**config.mk**
```make
export PLATFORM = sky130hd
export DESIGN_NAME = pipe_stage_reg
export DESIGN_NICKNAME = d
export VERILOG_FILES = /design/src/rtl/pipe_stage_reg.sv
export SDC_FILE = /design/constraint.sdc
export NUM_CORES = 1
export LEC_CHECK = 0
export CAP_MARGIN = 30
export CORE_MARGIN = 2
export CORE_UTILIZATION = 55
export CTS_CLUSTER_DIAMETER = 60
export CTS_CLUSTER_SIZE = 8
export DETAILED_ROUTE_END_ITERATION = 7
export PLACE_DENSITY = 0.86
export SLEW_MARGIN = 20
export SYNTH_ARGS = -nofsm -noshare
export SYNTH_HDL_FRONTEND = slang
export SYNTH_SLANG_ARGS = --single-unit
```
**constraint.sdc**
```tcl
create_clock -name clock -period 2.9 [get_ports clock]
set_clock_uncertainty 0.1 [all_clocks]
set_input_delay 0.435 -clock clock [delete_from_list [all_inputs] [get_ports clock]]
set_output_delay 0.435 -clock clock [all_outputs]
set_load 0.005 [all_outputs]
```
**src/rtl/pipe_stage_reg.sv**
```systemverilog
// Pipeline boundary register with valid/ready handshake, stall hold, flush squash and an
// optional two-entry skid buffer; control bits read as zero whenever the stage holds nothing.
module pipe_stage_reg #(
  parameter int DATA_W     = 32,
  parameter int CTRL_W     = 9,
  parameter int SKID       = 1,
  parameter int CLEAR_DATA = 1,
  parameter int CNT_W      = 16
) (
  input  logic              clock,
  input  logic              reset_n,
  input  logic              in_valid,
  output logic              in_ready,
  input  logic [DATA_W-1:0] in_data,
  input  logic [CTRL_W-1:0] in_ctrl,
  input  logic              stall,
  input  logic              flush,
  output logic              out_valid,
  input  logic              out_ready,
  output logic [DATA_W-1:0] out_data,
  output logic [CTRL_W-1:0] out_ctrl,
  output logic [1:0]        occupancy,
  output logic [CNT_W-1:0]  stall_cnt,
  output logic [CNT_W-1:0]  bubble_cnt
);

  // state | meaning
  // EMPTY | nothing held, downstream sees a bubble
  // ONE   | main entry valid
  // FULL  | main and skid entries valid (SKID=1 only)
  typedef enum logic [1:0] {EMPTY = 2'd0, ONE = 2'd1, FULL = 2'd2} state_t;

  localparam logic [CNT_W-1:0] CNT_ONE = CNT_W'(1);
  localparam logic [CNT_W-1:0] CNT_MAX = '1;

  state_t            state_q, state_d;
  logic [DATA_W-1:0] main_data_q, main_data_d, skid_data_q, skid_data_d;
  logic [CTRL_W-1:0] main_ctrl_q, main_ctrl_d, skid_ctrl_q, skid_ctrl_d;
  logic              rdy_q, rdy_d;
  logic [CNT_W-1:0]  stall_cnt_q, stall_cnt_d, bubble_cnt_q, bubble_cnt_d;
  logic              accept, rel;

  assign out_valid  = (state_q != EMPTY);
  assign out_data   = main_data_q;
  assign out_ctrl   = out_valid ? main_ctrl_q : '0;
  assign occupancy  = state_q;
  assign stall_cnt  = stall_cnt_q;
  assign bubble_cnt = bubble_cnt_q;

  // rdy_q is low throughout reset, so the combinational form also stays quiet until the first edge
  assign in_ready = (SKID != 0) ? rdy_q
                                : (rdy_q & ~stall & (~out_valid | out_ready));

  assign accept = in_valid & in_ready & ~stall & ~flush;
  assign rel    = out_valid & out_ready & ~stall;

  always_comb begin
    state_d     = state_q;
    main_data_d = main_data_q;
    main_ctrl_d = main_ctrl_q;
    skid_data_d = skid_data_q;
    skid_ctrl_d = skid_ctrl_q;
    if (flush) begin
      state_d = EMPTY;
      if (CLEAR_DATA != 0) begin
        main_data_d = '0;
        main_ctrl_d = '0;
        skid_data_d = '0;
        skid_ctrl_d = '0;
      end
    end else begin
      case (state_q)
        EMPTY: begin
          if (accept) begin
            state_d     = ONE;
            main_data_d = in_data;
            main_ctrl_d = in_ctrl;
          end
        end
        ONE: begin
          if (accept && rel) begin
            main_data_d = in_data;
            main_ctrl_d = in_ctrl;
          end else if (accept && (SKID != 0)) begin
            state_d     = FULL;
            skid_data_d = in_data;
            skid_ctrl_d = in_ctrl;
          end else if (rel) begin
            state_d = EMPTY;
          end
        end
        FULL: begin
          if (rel) begin
            state_d     = ONE;
            main_data_d = skid_data_q;
            main_ctrl_d = skid_ctrl_q;
          end
        end
        default: state_d = EMPTY;
      endcase
    end

    rdy_d = (SKID != 0) ? ((state_d != FULL) && !flush) : 1'b1;

    stall_cnt_d = stall_cnt_q;
    if (stall && out_valid && (stall_cnt_q != CNT_MAX))
      stall_cnt_d = stall_cnt_q + CNT_ONE;
    bubble_cnt_d = bubble_cnt_q;
    if (!out_valid && out_ready && (bubble_cnt_q != CNT_MAX))
      bubble_cnt_d = bubble_cnt_q + CNT_ONE;
  end

  always_ff @(posedge clock or negedge reset_n) begin
    if (!reset_n) begin
      state_q      <= EMPTY;
      main_data_q  <= '0;
      main_ctrl_q  <= '0;
      skid_data_q  <= '0;
      skid_ctrl_q  <= '0;
      rdy_q        <= 1'b0;
      stall_cnt_q  <= '0;
      bubble_cnt_q <= '0;
    end else begin
      state_q      <= state_d;
      main_data_q  <= main_data_d;
      main_ctrl_q  <= main_ctrl_d;
      skid_data_q  <= skid_data_d;
      skid_ctrl_q  <= skid_ctrl_d;
      rdy_q        <= rdy_d;
      stall_cnt_q  <= stall_cnt_d;
      bubble_cnt_q <= bubble_cnt_d;
    end
  end

endmodule

```
## Yosys cells after proc, flatten, opt, wreduce, memory -nomap -nowiden

Cells that the tools add are included.

| storage, ports and cells | value |
|---|---|
| register bits after elaboration | 117 |
| word-level logic and storage cells | 65 |

| operators by class | value |
|---|---|
| add/subtract/negate cells | 2 |
| eq/ne operators | 9 |
| muxes and demuxes | 24 |
| bitwise logic cells | 7 |
| reduce and logical (&&, ||, !) cells | 15 |

Operators with widths:

| kind | count |
|---|---|
| 2-to-1 mux 32 bit | 7 |
| one-hot mux 32 bit (3 select lines) | 1 |
| 2-to-1 mux 9 bit | 8 |
| adder 16 x 1 -> 16 bit, second input constant | 2 |
| inequality test 16 bit, second input constant | 2 |
| one-hot mux 9 bit (3 select lines) | 1 |
| 2-to-1 mux 2 bit | 6 |
| inequality test 3 bit, second input constant | 3 |
| logical AND 1 bit | 6 |
| one-hot mux 2 bit (3 select lines) | 1 |
| nonzero test 2 bit | 3 |
| bitwise AND 1 bit | 5 |
| inequality test 2 bit, second input constant | 2 |
| AND reduction 4 bit | 1 |
| nonzero test 4 bit | 1 |
| AND reduction 3 bit | 1 |
| == test 2 x 1 -> 1 bit, second input constant | 1 |
| == test 2 bit, second input constant | 1 |
| logical NOT 1 bit | 2 |
| logical NOT 2 bit | 1 |
| inverter 1 bit | 2 |

## Longest topological paths before layout

Gate-level depths: netlist of the first run.

| depth | value |
|---|---|
| word-level depth | 10 |
| mapped depth | 7 |
| depth with buffers taken out | 5 |

## Worst setup path after synthesis of the first run

OpenSTA, ideal clock, no wires.

| timing path | value |
|---|---|
| kind | flip-flop to flip-flop |
| start | reg stall_cnt_q[0], in the netlist stall_cnt[0] |
| end | reg stall_cnt_q[7], in the netlist stall_cnt[7] |
| setup time | 0.125 ns |
| arrival | 1.648 ns |
| data required time | 2.675 ns |
| setup slack | 1.027 ns |
| stages on the path, launching flop included | 6 |
| buffers on the path | 0 |
| clock period less this slack | 1.873 ns |
| cells stage by stage | dfrtp_1 > ha_1 > nand3_1 > o41ai_1 > nor2_1 > xor2_1 |

| on the way | value |
|---|---|
| longest elaborated chain between the ends | 2 |
| elaborated cells between the ends (all ways) | 3 |

RTL lines:

| element | line | source |
|---|---|---|
| start: declaration | 40 | `logic [CNT_W-1:0] stall_cnt_q, stall_cnt_d, bubble_cnt_q, bubble_cnt_d;` |
| start signal: assignment | 130 | `stall_cnt_q <= stall_cnt_d;` |
| branches (longest 2 deep; another with adder 16 x 1 -> 16 bit) | -- |  |

Several ways; the timed one is not identified.
A chain may end at the register's enable or synchronous reset.

## Worst setup path in the final report of the first run

| timing path | value |
|---|---|
| start | reg state_q[0], in the netlist occupancy[0] |
| end | out out_ctrl[3] |

| on the way | value |
|---|---|
| longest elaborated chain between the ends | 2 |

RTL lines:

| element | line | source |
|---|---|---|
| start: declaration | 36 | `state_t state_q, state_d;` |
| start signal: assignment | 124 | `state_q <= state_d;` |
| nonzero test 2 bit | 43 | `assign out_valid = (state_q != EMPTY);` |
| 2-to-1 mux 9 bit | 45 | `assign out_ctrl = out_valid ? main_ctrl_q : '0;` |
| end: declaration | 21 | `output logic [CTRL_W-1:0] out_ctrl,` |

No other way between the ends.

==> flow_summary.toml, run 1 <==
[clocking]
cts_buffer_depth = 2
cts_tree = "built"
cts_setup_buffers = 0
clockRootBuffer = "clkbuf_8"
htreeDepth = 4
cts-buffers-inserted = 17
clkLatencyLatePin_ns = 0.51
clock-sinks = 117
clk_pin_slew_ns = 0.06

[sta]
fin_hold_ws_ns = 0.335
period_share_pct = 91.2
tns_ns = 0
worst_pin_slew_ns = 0.913
max_freq_ghz = 0.378
finalSetupViolCount = 0
rsz0062_at_grt = "false"
slew_headroom_pct = 39.2
min_period_ns = 2.64
maxSlewViolCount = 0
hold_viol_final = 0

[synth]
synth-simple-area-share_pct = 21.4
synth_cell_type_count = 44
synth_flop_cell = "dfrtp_1"
synth-xor-area-share_pct = 3.78
synth-compound-area-share_pct = 9.35
synth_mux_area_share_pct = 8.92
synth_top_family_by_area = "simple AND/OR/NAND/NOR gates"
yosysWarnings = 0
syn_avg_cell_area_um2 = 9.61
synthesis.area_um2 = 5560
netlist_instances = 578
synth-adder-area-share_pct = 0.450
async_flop_share_pct = 100
synth_edf_count = 0
syn_nets = 627
ys_seq_elements = 117
ys_seq_area_share_pct = 52.7

[routing]
first_pass_iters = 7
wirelength_um = 13900
viasPerCell = 5.73
drc_errors = 0
antenna_left = 0
drt_iter0_drc = 300
wl_per_cell_um = 16.6
num_vias = 4802

[power_and_ir_drop]
p_comb_share_pct = 14.2
p_clk_share_pct = 45.3
peakVddDrop_uv = 374
p_int_mw = 3.54
switchingPower_mw = 1.18
power_leakage_nw = 3.22
seqPwrFrac_pct = 40.5
p_per_area_nw_per_um2 = 631
p_sw_share_pct = 25.0
total_power_mw = 4.72

[die]
core_area_um2 = 9770
die-width_um = 105
dieArea_um2 = 10900
die_h_um = 105
start_util_pct = 56.8
rows = 36
io_pins = 124

[grt]
first_global_vias = 4757
gr-usage-met3_pct = 6.20
grt_use_total_pct = 26.1
grtUsageMet1_pct = 32.4
antenna_found_initial = 0
grt_pass1_wl_um = 23100
grt-ovfl-total = 0
grt_util_met2_pct = 43.6
grt.busiest_layer = "met2"
grt_start_max_net_pins = 86

[critical_path]
crit_path_start_kind = "flop"
r2r_cells = 5
cp.arrival_ns = 2.11
cp_cell_sequence = "or2_2 -> and2_1 -> clkdlybuf4s50_1"
r2r-end = "stall_cnt[7]$_DFFE_PN0P_"
crit_path_end_kind = "primary output"
path_class = "flop to primary output"
cp.required_ns = 2.37
critPathMaxFanout = 12
max_stage_delay_ns = 0.51
reg2reg_slack_ns = 0.75
slowest_stage = "dfrtp_1"
r2r-start = "stall_cnt[0]$_DFFE_PN0P_"

[status]
status = "finished, final reports clean"

[cells_and_area]
area_delta_synth_final_pct = 34.6
fillCellCount = 638
n_antenna_cell = 0
drive_gt1_share_pct = 12.8
mostFrequentLayoutCell = "nand2_1"
layout_common_cells = "nand2_1 (178), clkdlybuf4s50_1 (121), dfrtp_1 (117), a21oi_1 (86), mux2_2 (39)"
fin_nets = 741
instances_no_fill = 838

[placement]
gp_congestion = 0.868
io_buffers = 123
post-dp-hpwl_um = 8760
place_inst = 805

[min_path]
min_path_type = "input port to async pin"

[run]
cap_violations = 0
-- kinds of logic after synthesis --
logic type / Yosys count
AOI/OAI and AO/OA: 97
xor gates and xnor gates: 24
adders and majority gates: 2
buffers and inverters: 38
DFF: 117
muxes: 44
and+or+nand+nor: 256
-- power by group through the flow --
| stage | Sequential, mW | Combinational [mW] | Clock (mW) |
|---|---|---|---|
| after floorplan | 1.93 | 0.260 | 0 |
| after global placement | 1.93 | 0.649 | 0 |
| after detailed placement | 1.94 | 0.670 | 0 |
| after CTS | 1.91 | 0.677 | 2.16 |
| after global routing | 1.93 | 0.727 | 2.24 |
| final | 1.91 | 0.669 | 2.14 |
-- sequential cells by signal, indices dropped and copies added (netlist names) --
signal,flops
main_ctrl_q,9
skid_ctrl_q,9
bubble_cnt,16
occupancy,2
out_data,32
in_ready,1
skid_data_q,32
stall_cnt,16
-- worst max-delay path: cells and delay by family, from the launching register on --
family	cells	cell delay [ns]
simple gates	2	0.64
flops	1	0.51
buf+inv	1	0.45
-- routing by layer --
layer,vias to the layer above,share of wire [%]
met4,0,2.4
met5,-,0
met1,2349,39
li1,2204,-
met3,37,6.9
met2,212,52
-- metrics by stage --
| step | setup slack (ns) | area (um2) | utilization [%] |
|---|---|---|---|
| 5_1_grt | 0.186 | 7480 | 76.5 |
| 4_1_cts | 0.241 | 7480 | 76.5 |
| 3_3_place_gp | 0.435 | 6860 | 70.1 |
| 2_1_floorplan | 1.03 | 5560 | - |
| 3_5_place_dp | 0.335 | 6860 | 70.1 |
| 6_report | 0.256 | 7480 | 76.5 |
-- synth_stat cells (2+ instances only) --
| cell type | number | share of area [%] |
|---|---|---|
| buf_6 | 4 | 0.81 |
| nor2b_1 | 2 | 0.23 |
| nand3_1 | 11 | 0.99 |
| nor4bb_1 | 2 | 0.36 |
| nor3_1 | 7 | 0.63 |
| nand2b_1 | 2 | 0.23 |
| nor2_1 | 7 | 0.47 |
| and4_1 | 3 | 0.47 |
| nand3b_1 | 2 | 0.27 |
| buf_4 | 2 | 0.27 |
| a21oi_1 | 86 | 7.7 |
| xnor2_1 | 11 | 1.7 |
| dfrtp_1 | 117 | 53 |
| buf_2 | 5 | 0.45 |
| o21a_1 | 2 | 0.27 |
| ha_1 | 2 | 0.45 |
| mux2_1 | 5 | 1.0 |
| o21ai_0 | 2 | 0.18 |
| xor2_1 | 13 | 2.0 |
| mux2_2 | 39 | 7.9 |
| and2_1 | 9 | 1.0 |
| nand2_1 | 178 | 12 |
| nand4_1 | 14 | 1.6 |
| and3_1 | 5 | 0.56 |
| nor4_1 | 3 | 0.34 |
| nor4_4 | 2 | 0.77 |
| inv_1 | 2 | 0.14 |
| clkbuf_1 | 25 | 1.7 |
-- worst max-delay path by stage --
stage | from | endpoint | slack, ns | cells after the start
2_1_floorplan | stall_cnt[0]$_DFFE_PN0P_ | stall_cnt[7]$_DFFE_PN0P_ | 1.03 | 5
3_3_place_gp | stall | out_data[29]$_DFFE_PN0P_ | 0.44 | 5
3_5_place_dp | stall | out_data[15]$_DFFE_PN0P_ | 0.33 | 5
4_1_cts | occupancy[0]$_DFF_PN0_ | out_ctrl[8] | 0.24 | 3
5_1_grt | occupancy[0]$_DFF_PN0_ | out_ctrl[8] | 0.19 | 3
6_report | occupancy[0]$_DFF_PN0_ | out_ctrl[3] | 0.26 | 3
-- repair_timing --
action / CTS / global route
resized for setup: 0 / 0
hold buffers: 1 / 0
endpoints found under the hold margin: 33 / 0
-- cell type report --
class | count | area, um2 | area share [%]
Tap cell | 133 | 166 | 2.22
Multi-Input combinational cell | 423 | 2450 | 32.8
Sequential cell | 117 | 2930 | 39.1
Clock inverter | 13 | 171 | 2.29
Inverter | 2 | 7.51 | 0.100
Timing Repair Buffer | 131 | 1310 | 17.5
Clock buffer | 19 | 442 | 5.90
Note: power is estimated with default switching activity, not from simulation.
==> run 2: changes to the inputs <==
Settings changed: SLEW_MARGIN 20 to not set.
==> results of run 2 <==
No change in the layout: final DEF, timing and power equal those of run 1.
